--- config.mk ---
export PLATFORM = sky130hd
export DESIGN_NAME = ucontrol_collatz
export DESIGN_NICKNAME = d
export VERILOG_FILES = /design/src/rtl/collatz_pkg.sv /design/src/rtl/ucontrol_collatz.sv
export SDC_FILE = /design/constraint.sdc
export NUM_CORES = 1
export LEC_CHECK = 0
export ABC_CLOCK_PERIOD_IN_PS = 1930
export BUFFER_PORTS_ARGS = -buffer_cell sky130_fd_sc_hd__buf_2
export CAP_MARGIN = 10
export CORE_MARGIN = 3
export CORE_UTILIZATION = 48
export DETAILED_ROUTE_END_ITERATION = 8
export PLACE_DENSITY = 0.78
export SETUP_SLACK_MARGIN = 0.4
export SLEW_MARGIN = 20
export SYNTH_ARGS = -nofsm -noshare
export SYNTH_HDL_FRONTEND = slang
export SYNTH_SLANG_ARGS = --single-unit
--- constraint.sdc ---
create_clock -name uCONTROL_CLOCK_50 -period 1.93 [get_ports uCONTROL_CLOCK_50]
set_clock_uncertainty 0.05 [all_clocks]
set_input_delay 0.0965 -clock uCONTROL_CLOCK_50 [delete_from_list [all_inputs] [get_ports uCONTROL_CLOCK_50]]
set_output_delay 0.0965 -clock uCONTROL_CLOCK_50 [all_outputs]
set_load 0.02 [all_outputs]
--- src/rtl/collatz_pkg.sv ---
`default_nettype none
// ============================================================================
//  Module      : collatz_pkg
//  Description : Shared state enum, ALU/mux/decoder/shift codes and the
//                state-to-control-word decoder for the Collatz control unit
//                and its 8-bit micro-datapath.
//  Revision    : 1.0 - initial release
// ============================================================================
package collatz_pkg;

    typedef enum logic [4:0] {
        S_IDLE, S_CLR1, S_CLR3, S_ONE_A, S_ONE_W, S_SEED_A, S_SEED_W,
        S_TEST_ONE, S_TEST_PAR, S_EVEN_A, S_EVEN_S, S_EVEN_W,
        S_ODD1_A, S_ODD1_W, S_ODD2_A, S_ODD2_W, S_ODD3_A, S_ODD3_W,
        S_CNT_A, S_CNT_W, S_DONE, S_ERR
    } state_t;

    localparam logic [3:0] ALU_PASS_A = 4'b0000;
    localparam logic [3:0] ALU_ADD    = 4'b0001;
    localparam logic [3:0] ALU_SUB    = 4'b0010;
    localparam logic [3:0] ALU_AND    = 4'b0011;
    localparam logic [3:0] ALU_INC_A  = 4'b0100;

    localparam logic [2:0] SRC_R0 = 3'd0;
    localparam logic [2:0] SRC_R1 = 3'd1;
    localparam logic [2:0] SRC_R2 = 3'd2;
    localparam logic [2:0] SRC_R3 = 3'd3;
    localparam logic [2:0] SRC_F0 = 3'd4;
    localparam logic [2:0] SRC_F1 = 3'd5;

    localparam logic [2:0] DEC_R0   = 3'd0;
    localparam logic [2:0] DEC_R1   = 3'd1;
    localparam logic [2:0] DEC_R2   = 3'd2;
    localparam logic [2:0] DEC_R3   = 3'd3;
    localparam logic [2:0] DEC_NONE = 3'b111;

    localparam logic [1:0] SHIFT_NONE  = 2'b11;
    localparam logic [1:0] SHIFT_RIGHT = 2'b10;
    localparam logic [1:0] SHIFT_LEFT  = 2'b01;

    // Complete control word presented to the datapath
    typedef struct packed {
        logic [2:0] decClr;
        logic [2:0] decLd;
        logic [2:0] muxA;
        logic [2:0] muxB;
        logic [3:0] alu;
        logic       shClrN;
        logic       shLdN;
        logic [1:0] shift;
        logic       busy;
        logic       done;
        logic       error;
    } ctrl_t;

    // Moore decode: every control line is a function of the state alone
    function automatic ctrl_t decodeState(input state_t s);
        ctrl_t c;
        c.decClr = DEC_NONE;
        c.decLd  = DEC_NONE;
        c.muxA   = SRC_R0;
        c.muxB   = SRC_R0;
        c.alu    = ALU_PASS_A;
        c.shClrN = 1'b1;
        c.shLdN  = 1'b1;
        c.shift  = SHIFT_NONE;
        c.busy   = (s != S_IDLE) && (s != S_DONE) && (s != S_ERR);
        c.done   = 1'b0;
        c.error  = 1'b0;
        case (s)
            S_CLR1:     c.decClr = DEC_R1;
            S_CLR3:     c.decClr = DEC_R3;
            S_ONE_A:    begin c.muxA = SRC_R1; c.alu = ALU_INC_A; c.shLdN = 1'b0; end
            S_ONE_W:    c.decLd = DEC_R1;
            S_SEED_A:   begin c.muxA = SRC_F0; c.alu = ALU_PASS_A; c.shLdN = 1'b0; end
            S_SEED_W:   c.decLd = DEC_R0;
            S_TEST_ONE: begin c.muxA = SRC_R0; c.muxB = SRC_R1; c.alu = ALU_SUB; end
            S_TEST_PAR: begin c.muxA = SRC_R0; c.muxB = SRC_R1; c.alu = ALU_AND; end
            S_EVEN_A:   begin c.muxA = SRC_R0; c.alu = ALU_PASS_A; c.shLdN = 1'b0; end
            S_EVEN_S:   c.shift = SHIFT_RIGHT;
            S_EVEN_W:   c.decLd = DEC_R0;
            S_ODD1_A:   begin c.muxA = SRC_R0; c.muxB = SRC_R0; c.alu = ALU_ADD; c.shLdN = 1'b0; end
            S_ODD1_W:   c.decLd = DEC_R2;
            S_ODD2_A:   begin c.muxA = SRC_R2; c.muxB = SRC_R0; c.alu = ALU_ADD; c.shLdN = 1'b0; end
            S_ODD2_W:   c.decLd = DEC_R2;
            S_ODD3_A:   begin c.muxA = SRC_R2; c.alu = ALU_INC_A; c.shLdN = 1'b0; end
            S_ODD3_W:   c.decLd = DEC_R0;
            S_CNT_A:    begin c.muxA = SRC_R3; c.alu = ALU_INC_A; c.shLdN = 1'b0; end
            S_CNT_W:    c.decLd = DEC_R3;
            S_DONE:     c.done  = 1'b1;
            S_ERR:      c.error = 1'b1;
            default:    ;
        endcase
        return c;
    endfunction

endpackage

`default_nettype wire

--- src/rtl/ucontrol_collatz.sv ---
`default_nettype none
// ============================================================================
//  Module      : ucontrol_collatz
//  Description : Moore control unit running the Collatz iteration on seed F0
//                through the 8-bit micro-datapath; step count lands in R3.
//  Revision    : 1.0 - initial release
// ============================================================================
module ucontrol_collatz
    import collatz_pkg::*;
#(
    parameter int DATAWIDTH_DECODER_SELECTION = 3,
    parameter int DATAWIDTH_MUX_SELECTION     = 3,
    parameter int DATAWIDTH_ALU_SELECTION     = 4
) (
    input  logic                                   uCONTROL_CLOCK_50,
    input  logic                                   uCONTROL_RESET_InLow,
    input  logic                                   uCONTROL_start_InHigh,
    input  logic                                   uCONTROL_zero_InLow,
    input  logic                                   uCONTROL_carry_InLow,
    output logic [DATAWIDTH_DECODER_SELECTION-1:0] uCONTROL_decoderclearselection_OutBUS,
    output logic [DATAWIDTH_DECODER_SELECTION-1:0] uCONTROL_decoderloadselection_OutBUS,
    output logic [DATAWIDTH_MUX_SELECTION-1:0]     uCONTROL_muxselectionBUSA_OutBUS,
    output logic [DATAWIDTH_MUX_SELECTION-1:0]     uCONTROL_muxselectionBUSB_OutBUS,
    output logic [DATAWIDTH_ALU_SELECTION-1:0]     uCONTROL_aluselection_OutBUS,
    output logic                                   uCONTROL_regSHIFTERclear_OutLow,
    output logic                                   uCONTROL_regSHIFTERload_OutLow,
    output logic [1:0]                             uCONTROL_regSHIFTERshiftselection_OutLow,
    output logic                                   uCONTROL_busy_OutHigh,
    output logic                                   uCONTROL_done_OutHigh,
    output logic                                   uCONTROL_error_OutHigh
);

    state_t r_state;
    state_t w_nextState;
    ctrl_t  r_ctrl;
    logic   w_zero;
    logic   w_carry;

    assign w_zero  = ~uCONTROL_zero_InLow;
    assign w_carry = ~uCONTROL_carry_InLow;

    // Next-state selection; datapath flags only steer *_A and test states
    always_comb begin
        w_nextState = r_state;
        case (r_state)
            S_IDLE:     if (uCONTROL_start_InHigh) w_nextState = S_CLR1;
            S_CLR1:     w_nextState = S_CLR3;
            S_CLR3:     w_nextState = S_ONE_A;
            S_ONE_A:    w_nextState = S_ONE_W;
            S_ONE_W:    w_nextState = S_SEED_A;
            S_SEED_A:   w_nextState = w_zero ? S_ERR : S_SEED_W;
            S_SEED_W:   w_nextState = S_TEST_ONE;
            S_TEST_ONE: w_nextState = w_zero ? S_DONE : S_TEST_PAR;
            S_TEST_PAR: w_nextState = w_zero ? S_EVEN_A : S_ODD1_A;
            S_EVEN_A:   w_nextState = S_EVEN_S;
            S_EVEN_S:   w_nextState = S_EVEN_W;
            S_EVEN_W:   w_nextState = S_CNT_A;
            S_ODD1_A:   w_nextState = w_carry ? S_ERR : S_ODD1_W;
            S_ODD1_W:   w_nextState = S_ODD2_A;
            S_ODD2_A:   w_nextState = w_carry ? S_ERR : S_ODD2_W;
            S_ODD2_W:   w_nextState = S_ODD3_A;
            S_ODD3_A:   w_nextState = w_carry ? S_ERR : S_ODD3_W;
            S_ODD3_W:   w_nextState = S_CNT_A;
            // R3 wrapping past 255 shows up as the INC carry here
            S_CNT_A:    w_nextState = w_carry ? S_ERR : S_CNT_W;
            S_CNT_W:    w_nextState = S_TEST_ONE;
            S_DONE,
            S_ERR:      if (uCONTROL_start_InHigh) w_nextState = S_CLR1;
            default:    w_nextState = S_IDLE;
        endcase
    end

    // State register; the control word is registered from the next state so
    // outputs always equal decodeState(r_state) with no decode glitches
    always_ff @(posedge uCONTROL_CLOCK_50 or negedge uCONTROL_RESET_InLow) begin
        if (!uCONTROL_RESET_InLow) begin
            r_state <= S_IDLE;
            r_ctrl  <= decodeState(S_IDLE);
        end else begin
            r_state <= w_nextState;
            r_ctrl  <= decodeState(w_nextState);
        end
    end

    assign uCONTROL_decoderclearselection_OutBUS    = r_ctrl.decClr;
    assign uCONTROL_decoderloadselection_OutBUS     = r_ctrl.decLd;
    assign uCONTROL_muxselectionBUSA_OutBUS         = r_ctrl.muxA;
    assign uCONTROL_muxselectionBUSB_OutBUS         = r_ctrl.muxB;
    assign uCONTROL_aluselection_OutBUS             = r_ctrl.alu;
    assign uCONTROL_regSHIFTERclear_OutLow          = r_ctrl.shClrN;
    assign uCONTROL_regSHIFTERload_OutLow           = r_ctrl.shLdN;
    assign uCONTROL_regSHIFTERshiftselection_OutLow = r_ctrl.shift;
    assign uCONTROL_busy_OutHigh                    = r_ctrl.busy;
    assign uCONTROL_done_OutHigh                    = r_ctrl.done;
    assign uCONTROL_error_OutHigh                   = r_ctrl.error;

endmodule

`default_nettype wire

### Yosys cells after proc, flatten, opt, wreduce, memory -nomap -nowiden

Index checks and enable logic that the tools add are counted.

| cells by class | value |
|---|---|
| eq/ne operators | 44 |
| multipliers | 0 |
| reductions and logical operators | 14 |
| divide/modulo/power cells | 0 |
| shift-type cells | 0 |
| add/sub/neg operators | 0 |
| bitwise operators | 0 |
| muxes and demuxes | 18 |
| magnitude comparators | 0 |

Operators with widths:

| operator | count |
|---|---|
| one-hot mux 5 bit (18 select lines) | 1 |
| == test 5 x 4 -> 1 bit, second input constant | 16 |
| == test 5 bit, second input constant | 12 |
| == test 5 x 3 -> 1 bit, second input constant | 8 |
| one-hot mux 3 bit (4 select lines) | 3 |
| two-way mux 5 bit | 5 |
| == test 5 x 2 -> 1 bit, second input constant | 4 |
| OR reduction 2 bit | 6 |
| == test 5 x 1 -> 1 bit, second input constant | 2 |
| inequality test 5 bit, second input constant | 2 |
| two-way mux 3 bit | 3 |
| OR reduction 3 bit | 3 |
| OR reduction 7 bit | 1 |
| one-hot mux 3 bit (2 select lines) | 1 |
| zero test 5 bit | 1 |
| two-way mux 1 bit | 5 |
| nonzero test 5 bit | 1 |
| logical AND 1 bit | 2 |

| word-level totals | value |
|---|---|
| memories | 0 |
| RAM bits | 0 |
| logic and storage cells | 87 |
| flip-flop bits (word level) | 27 |
| output and inout bits | 23 |
| bits in read-only memories | 0 |
| bits in latches | 0 |

### Longest topological paths before layout

Gate-level depths: netlist (run 1).

| logic depth | value |
|---|---|
| depth in word-level cells | 6 |
| mapped depth | 7 |
| gate-level depth less buffers | 6 |

### Least setup slack after synthesis (run 1)

OpenSTA, ideal clock, no wires.

| path | value |
|---|---|
| kind | register to register |
| start point | register r_state[3] |
| end point | register r_ctrl (netlist bit uCONTROL_decoderloadselection_OutBUS[2]) |
| path slack | 0.102 ns |
| buffers on the path | 1 |
| period minus slack after synthesis | 1.828 ns |
| stages on the path, launching flop included | 8 |
| arrival time | 1.679 ns |
| cells stage by stage | dfrtp_1 buf_4 and3b_1 o21ai_2 a311oi_4 nor4_4 and4b_4 a2111oi_4 |

| between the ends | value |
|---|---|
| longest elaborated chain between the ends | 6 |

Ends and longest elaborated chain:

| element | RTL line | source |
|---|---|---|
| start, declared | ucontrol_collatz.sv:33 | `state_t r_state;` |
| start signal, assigned | ucontrol_collatz.sv:80 | `r_state <= w_nextState;` |
| == test 5 bit (tied with other cells) | ucontrol_collatz.sv:45 | `case (r_state)` |
| OR reduction 3 bit (no source line) or OR reduction 2 bit (tied branches) | - |  |
| one-hot mux 5 bit (18 select lines) (*) | ucontrol_collatz.sv:45 |  |
| named net w_nextState[3] | ucontrol_collatz.sv:34 | `state_t w_nextState;` |
| == test 5 bit (tied with other cells) | collatz_pkg.sv:70 | `case (s)` |
| OR reduction 3 bit (no source line) or OR reduction 2 bit (tied branches) | - |  |
| one-hot mux 3 bit (4 select lines) (*) | collatz_pkg.sv:70 |  |
| end signal, assigned | ucontrol_collatz.sv:78 | `r_ctrl <= decodeState(S_IDLE);` |
| end signal, assigned | ucontrol_collatz.sv:81 | `r_ctrl <= decodeState(w_nextState);` |
| end, declared | ucontrol_collatz.sv:35 | `ctrl_t r_ctrl;` |

Mark *: on every way through the listed nets, which the timed path passes. The rest lies on a longest branch.

### Worst setup path in the final report (run 1)

| path | value |
|---|---|
| start point | register r_state[4] |
| end point | register r_ctrl (netlist bit uCONTROL_decoderloadselection_OutBUS[2]) |

Same word-level chain as after synthesis.

==> results of run 1 <==
==> worst register-to-register path, delay by kind of cell (launching register included) <==
kind                   cells  cell delay (ns)
AOI/OAI and AO/OA          3             0.59
and+or+nand+nor            3             0.53
buffers and inverters      1             0.16
DFF                        1             0.47
==> Yosys cell counts, types with 3 or more instances <==
| library cell | count | area share |
|---|---|---|
| and3_1 | 4 | 0.018 |
| dfstp_2 | 7 | 0.14 |
| o21ai_0 | 7 | 0.026 |
| nor2_1 | 11 | 0.030 |
| o211ai_1 | 3 | 0.017 |
| nand2_1 | 7 | 0.019 |
| nand3_1 | 4 | 0.015 |
| nor2b_1 | 6 | 0.028 |
| nor3b_1 | 3 | 0.017 |
| buf_2 | 4 | 0.015 |
| a21oi_1 | 8 | 0.030 |
| buf_4 | 9 | 0.050 |
| nor3_1 | 8 | 0.030 |
| dfrtp_1 | 15 | 0.28 |
| a31oi_1 | 5 | 0.023 |
==> metal layers <==
metal | GRT usage | share of wire | wire, microns
met1 | 0.2746 | 0.38 | 1486
met2 | 0.4211 | 0.52 | 2044
met4 | 0.1036 | 0.030 | 118
met5 | 0 | 0 | 0
met3 | 0.04139 | 0.067 | 264
==> cells by family (layout without fill, tap and decap cells) <==
| family | Yosys count | count (layout) | synth area share |
|---|---|---|---|
| xor gates and xnor gates | 1 | 1 | 0.006471 |
| DFF | 22 | 22 | 0.4131 |
| AOI/OAI and AO/OA | 35 | 35 | 0.2033 |
| other | 2 | 6 | 0.005547 |
| and+or+nand+nor | 62 | 62 | 0.2819 |
| buffers and inverters | 20 | 60 | 0.08964 |
==> per-stage QoR <==
stage | total power [W] | cell area [sq um]
2_1_floorplan | 0.002233 | 1430
3_3_place_gp | 0.002774 | 1589
3_5_place_dp | 0.002807 | 1589
4_1_cts | 0.003560 | 1821
5_1_grt | 0.003965 | 1859
6_report | 0.003733 | 1859
==> registers in the layout, indices dropped and copies added, names as in the netlist <==
| name | flops |
|---|---|
| r_state | 5 |
| uCONTROL_aluselection_OutBUS | 3 |
| uCONTROL_busy_OutHigh | 1 |
| uCONTROL_decoderclearselection_OutBUS | 2 |
| uCONTROL_decoderloadselection_OutBUS | 3 |
| uCONTROL_done_OutHigh | 1 |
| uCONTROL_error_OutHigh | 1 |
| uCONTROL_muxselectionBUSA_OutBUS | 3 |
| uCONTROL_muxselectionBUSB_OutBUS | 1 |
| uCONTROL_regSHIFTERload_OutLow | 1 |
| uCONTROL_regSHIFTERshiftselection_OutLow | 1 |
==> repair_timing <==
action	in CTS	in global routing
gates cloned	0	0
endpoints found under the hold margin	15	0
pin swaps	8	4
hold buffers	1	0
gates resized for setup	25	9
buffers inserted	11	0
endpoints found under the setup margin	12	12
==> worst max-delay path by stage <==
stage,slack [ns],to,cells past startpoint,startpoint
after global routing,-0.02,uCONTROL_decoderloadselection_OutBUS[2]$_DFF_PN1_,7,r_state[4]$_DFF_PN0_
after floorplan,0.25,uCONTROL_decoderloadselection_OutBUS[2]$_DFF_PN1_,6,r_state[2]$_DFF_PN0_
after detailed placement,-0.02,uCONTROL_decoderloadselection_OutBUS[2]$_DFF_PN1_,7,r_state[3]$_DFF_PN0_
final,0.04,uCONTROL_decoderloadselection_OutBUS[2]$_DFF_PN1_,7,r_state[4]$_DFF_PN0_
after CTS,0.11,uCONTROL_decoderloadselection_OutBUS[2]$_DFF_PN1_,6,r_state[2]$_DFF_PN0_
after global placement,0.08,uCONTROL_decoderloadselection_OutBUS[0]$_DFF_PN1_,7,r_state[3]$_DFF_PN0_
==> cell type report <==
class | count | area (sq um) | share of cell area
Clock buffer | 3 | 22.52 | 0.01211
Clock inverter | 1 | 30.03 | 0.01615
Inverter | 5 | 28.78 | 0.01548
Multi-Input combinational cell | 104 | 807.0 | 0.4341
Sequential cell | 22 | 565.5 | 0.3042
Tap cell | 30 | 37.54 | 0.02019
Timing Repair Buffer | 51 | 367.9 | 0.1978
==> report_power, final <==
group	switching [W]	leakage [nW]	total, W	internal [W]
Combinational	0.00139	0.511	0.00259	0.00120
Sequential	0.000137	0.262	0.000789	0.000651
Clock	0.000145	0.0279	0.000354	0.000210
==> results.sh, run 1 <==
export IMPL_gp_congestion=0.9228
export IMPL_grt_pass1_vias=1293
export IMPL_final_util=0.7242
export IMPL_ant_nets=0
export IMPL_portBuffers=21
export IMPL_cts_tree="done"
export IMPL_max_freq_ghz=0.5302
export IMPL_synth_edff_count=0
export IMPL_wl_per_cell_microns=18.12
export IMPL_die_w_microns=59.11
export IMPL_syn_cell_area_sq_um=1354
export IMPL_critPathLaunchType="register"
export IMPL_cp_buffers_inverters=1
export IMPL_first_pass_iters=4
export IMPL_outcome="completed"
export IMPL_cpLargestDelayFamily="compound AO/OA/AOI/OAI gates"
export IMPL_ys_warn_count=0
export IMPL_fin_ws_ns=0.04397
export IMPL_clk_pin_slew_worst_paths_ns=0.13
export IMPL_dieArea_sq_um=3493
export IMPL_rr_worst_depth=7
export IMPL_numCtsBuffers=3
export IMPL_vias=1322
export IMPL_grt_max_degree=23
export IMPL_r2r_end="uCONTROL_decoderloadselection_OutBUS[2]$_DFF_PN1_"
export IMPL_async_flop_share=1.000
export IMPL_clockBufferDepth=2
export IMPL_power_density_nw_per_um2=2008
export IMPL_antenna_found_initial=0
export IMPL_wirelength_microns=3914
export IMPL_io_pins=28
export IMPL_hold_path_startpoint="uCONTROL_carry_InLow"
export IMPL_synth_flop_cell="dfrtp_1"
export IMPL_area_delta_synth_final_pct=37.34
export IMPL_avgViaCountPerCell=6.120
export IMPL_drv_slew=0
export IMPL_grtUsageTotal=0.2362
export IMPL_fin_cells=216
export IMPL_required_ns=2.10
export IMPL_nFillCells=179
export IMPL_layout_commonest_cell="buf_4"
export IMPL_antenna_cells=0
export IMPL_rows=18
export IMPL_cpPeakStageDelay_ns=0.47
export IMPL_yosysSeqAreaShare=0.4131
export IMPL_grt_setup_unrepaired="true"
export IMPL_h_tree_depth=1
export IMPL_crit_fanout=5
export IMPL_worstSetupPathType="reg2reg"
export IMPL_ir_worst_vdd_mv=1.272
export IMPL_min_to="r_state[3]$_DFF_PN0_"
export IMPL_p_leak_nw=0.8009
export IMPL_grt_remaining_overflow=0
export IMPL_syn_inst=142
export IMPL_grt_first_pass_wirelength_microns=6216
export IMPL_hp_class="in2reg"
export IMPL_syn_area_per_cell_sq_um=9.534
export IMPL_initial_core_util=0.5273
export IMPL_r2r_start="r_state[4]$_DFF_PN0_"
export IMPL_clk_latency_ns=0.31
export IMPL_whs_ns=0.1283
export IMPL_dp_cells=200
export IMPL_cp_end_kind="register"
export IMPL_min_period_ns=1.886
export IMPL_setup_viol=0
export IMPL_min_period_over_period=0.9772
export IMPL_root_buffer="clkbuf_4"
export IMPL_hold_depth=3
export IMPL_finalNetCount=192
export IMPL_cp_arrival_ns=2.06
export IMPL_maxCapViolCount=0
export IMPL_die_h_microns=59.11
export IMPL_rrSetupSlack_ns=0.04
export IMPL_worstPathCellList="nor3b_1, buf_4, a311oi_2, a31o_1, nand3_2, and4b_4, a2111oi_4"
export IMPL_cp_slowest_cell="dfrtp_2"
export IMPL_core_sq_um=2567
export IMPL_hpwlAfterDp_microns=2457
export IMPL_clock_sinks=22
export IMPL_fin_tns_setup_ns=0
export IMPL_yosys_register_bits=22
export IMPL_drive_above_1_share=0.5269
export IMPL_dp_slack_ns=-0.01809
export IMPL_synth_cell_types=47
export IMPL_final_cell_mix="buf_4 (23), buf_2 (21), dfrtp_1 (10)"
export IMPL_hold_violations=0
export IMPL_drtIter0Drc=59
export IMPL_drc_errors=0
Power figures use the tool's default switching activity.
==> run 2, diff against run 1 <==
--- a/config.mk
+++ b/config.mk
@@ -5,13 +5,13 @@
 export SDC_FILE = /design/constraint.sdc
 export NUM_CORES = 1
 export LEC_CHECK = 0
-export ABC_CLOCK_PERIOD_IN_PS = 1930
+export ABC_CLOCK_PERIOD_IN_PS = 2100
 export BUFFER_PORTS_ARGS = -buffer_cell sky130_fd_sc_hd__buf_2
 export CAP_MARGIN = 10
 export CORE_MARGIN = 3
 export CORE_UTILIZATION = 48
 export DETAILED_ROUTE_END_ITERATION = 8
-export PLACE_DENSITY = 0.78
+export PLACE_DENSITY = 0.75
 export SETUP_SLACK_MARGIN = 0.4
 export SLEW_MARGIN = 20
 export SYNTH_ARGS = -nofsm -noshare
==> constraint.sdc (replaced) <==
create_clock -name uCONTROL_CLOCK_50 -period 2.1 [get_ports uCONTROL_CLOCK_50]
set_clock_uncertainty 0.05 [all_clocks]
set_input_delay 0.105 -clock uCONTROL_CLOCK_50 [delete_from_list [all_inputs] [get_ports uCONTROL_CLOCK_50]]
set_output_delay 0.105 -clock uCONTROL_CLOCK_50 [all_outputs]
set_load 0.02 [all_outputs]
==> run 2 against run 1 <==
Maximum frequency rose by 0.25%. Die area did not move. Via count rose by 7.6%. Clock-buffer cell count did not move. Critical path type unchanged. Critical endpoint is now uCONTROL_decoderloadselection_OutBUS[0]$_DFF_PN1_. Largest cell class unchanged.
==> results.sh, run 2 (synthesized netlist as in run 1, its figures left out) <==
export IMPL_wirelength_microns=4565
export IMPL_cp_arrival_ns=2.10
export IMPL_rrSetupSlack_ns=0.22
export IMPL_cp_startpoint="r_state[3]$_DFF_PN0_"
export IMPL_first_pass_iters=4
export IMPL_required_ns=2.32
export IMPL_grt_pass1_vias=1354
export IMPL_hold_violations=0
export IMPL_dp_slack_ns=0.07290
export IMPL_wl_per_cell_microns=19.59
export IMPL_drv_slew=0
export IMPL_largest_register_ff_count=5
export IMPL_layout_commonest_cell="buf_4"
export IMPL_rr_worst_depth=8
export IMPL_die_w_microns=59.11
export IMPL_fin_ws_ns=0.2187
export IMPL_core_sq_um=2567
export IMPL_min_period_over_period=0.8959
export IMPL_cts_tree="done"
export IMPL_clockBufferDepth=2
export IMPL_min_period_ns=1.881
export IMPL_r2r_start="r_state[3]$_DFF_PN0_"
export IMPL_grt_remaining_overflow=0
export IMPL_die_h_microns=59.11
export IMPL_drive_above_1_share=0.6059
export IMPL_critPathLaunchType="register"
export IMPL_vias=1422
export IMPL_grtUsageTotal=0.2393
export IMPL_drc_errors=0
export IMPL_crit_fanout=7
export IMPL_hpwlAfterDp_microns=2443
export IMPL_avgViaCountPerCell=6.103
export IMPL_hp_class="in2async"
export IMPL_drtIter0Drc=66
export IMPL_power_density_nw_per_um2=1901
export IMPL_p_leak_nw=0.9023
export IMPL_ant_nets=0
export IMPL_dieArea_sq_um=3493
export IMPL_top_register="r_state"
export IMPL_ir_worst_vdd_mv=1.727
export IMPL_rows=18
export IMPL_grt_max_degree=23
export IMPL_final_cell_mix="buf_4 (33), buf_2 (21), buf_6 (13)"
export IMPL_area_delta_synth_final_pct=51.39
export IMPL_fin_tns_setup_ns=0
export IMPL_grt_first_pass_wirelength_microns=6334
export IMPL_clock_sinks=22
export IMPL_clk_latency_ns=0.33
export IMPL_numCtsBuffers=3
export IMPL_root_buffer="clkbuf_4"
export IMPL_antenna_cells=0
export IMPL_antenna_found_initial=0
export IMPL_maxCapViolCount=0
export IMPL_worstSetupPathType="reg2reg"
export IMPL_io_pins=28
export IMPL_h_tree_depth=1
export IMPL_initial_core_util=0.5273
export IMPL_cp_end_kind="register"
export IMPL_max_freq_ghz=0.5315
export IMPL_clk_pin_slew_worst_paths_ns=0.14
export IMPL_finalNetCount=209
export IMPL_r2r_end="uCONTROL_decoderloadselection_OutBUS[0]$_DFF_PN1_"
export IMPL_gp_congestion=0.9483
export IMPL_post_dp_cell_area_sq_um=1568
export IMPL_setup_viol=0
export IMPL_design_area_sq_um=2049
export IMPL_grt_setup_unrepaired="true"
export IMPL_outcome="completed"
export IMPL_portBuffers=21
[run 2: area by class of cell]
cell class	count	area, sq um
Clock buffer	3	22.52
Clock inverter	1	30.03
Timing Repair Buffer	68	509.2
Inverter	5	25.02
Sequential cell	22	565.5
Multi-Input combinational cell	104	859.6
Fill cell	145	518.0
Tap cell	30	37.54
[run 2: per-layer routing]
| layer | GRT usage | vias to the layer above | wire [microns] |
|---|---|---|---|
| li1 | - | 619 | - |
| met3 | 0.03486 | 23 | 397 |
| met2 | 0.4259 | 102 | 2309 |
| met5 | 0 | - | 0 |
| met1 | 0.2917 | 678 | 1706 |
| met4 | 0.08414 | 0 | 150 |
[run 2: worst max-delay path by stage]
stage / to / depth (start not counted)
final: uCONTROL_decoderloadselection_OutBUS[0]$_DFF_PN1_ / 8
after global routing: uCONTROL_decoderloadselection_OutBUS[2]$_DFF_PN1_ / 6
after CTS: uCONTROL_decoderloadselection_OutBUS[2]$_DFF_PN1_ / 6
after detailed placement: uCONTROL_decoderloadselection_OutBUS[0]$_DFF_PN1_ / 6
after global placement: uCONTROL_decoderloadselection_OutBUS[0]$_DFF_PN1_ / 6
after floorplan: uCONTROL_decoderloadselection_OutBUS[2]$_DFF_PN1_ / 6
[run 2: critical path: stages (launching register included)]
cell and delay, ns:
dfrtp_2 0.49, buf_6 0.14, buf_6 0.11, nor3b_4 0.28, a311oi_2 0.07, a31o_1 0.23, nand3_4 0.10, and4b_4 0.29
nor3_2 0.06
[run 2: metrics by stage]
stage	power, W	hold slack [ns]	cells	utilization
after floorplan	0.002003	-0.2406	146	-
after global placement	0.002511	0.04005	199	0.6106
after detailed placement	0.002526	0.05180	199	0.6106
after CTS	0.003343	0.1652	224	0.7334
after global routing	0.004074	0.2064	233	0.7982
final	0.003897	0.1883	233	0.7982
[run 2: timing repair]
item                                   CTS  global route
buffers inserted                        20             9
setup endpoints to repair               10            10
hold buffers                             1             0
gates resized for setup                 31            27
pin swaps                                5             8
endpoints found under the hold margin   15             0
[run 2: power by group]
group | internal (W) | switching [W] | leakage [nW] | total (W)
Sequential | 0.000599 | 0.000171 | 0.262 | 0.000769
Combinational | 0.00137 | 0.00142 | 0.613 | 0.00278
Clock | 0.000193 | 0.000150 | 0.0279 | 0.000343
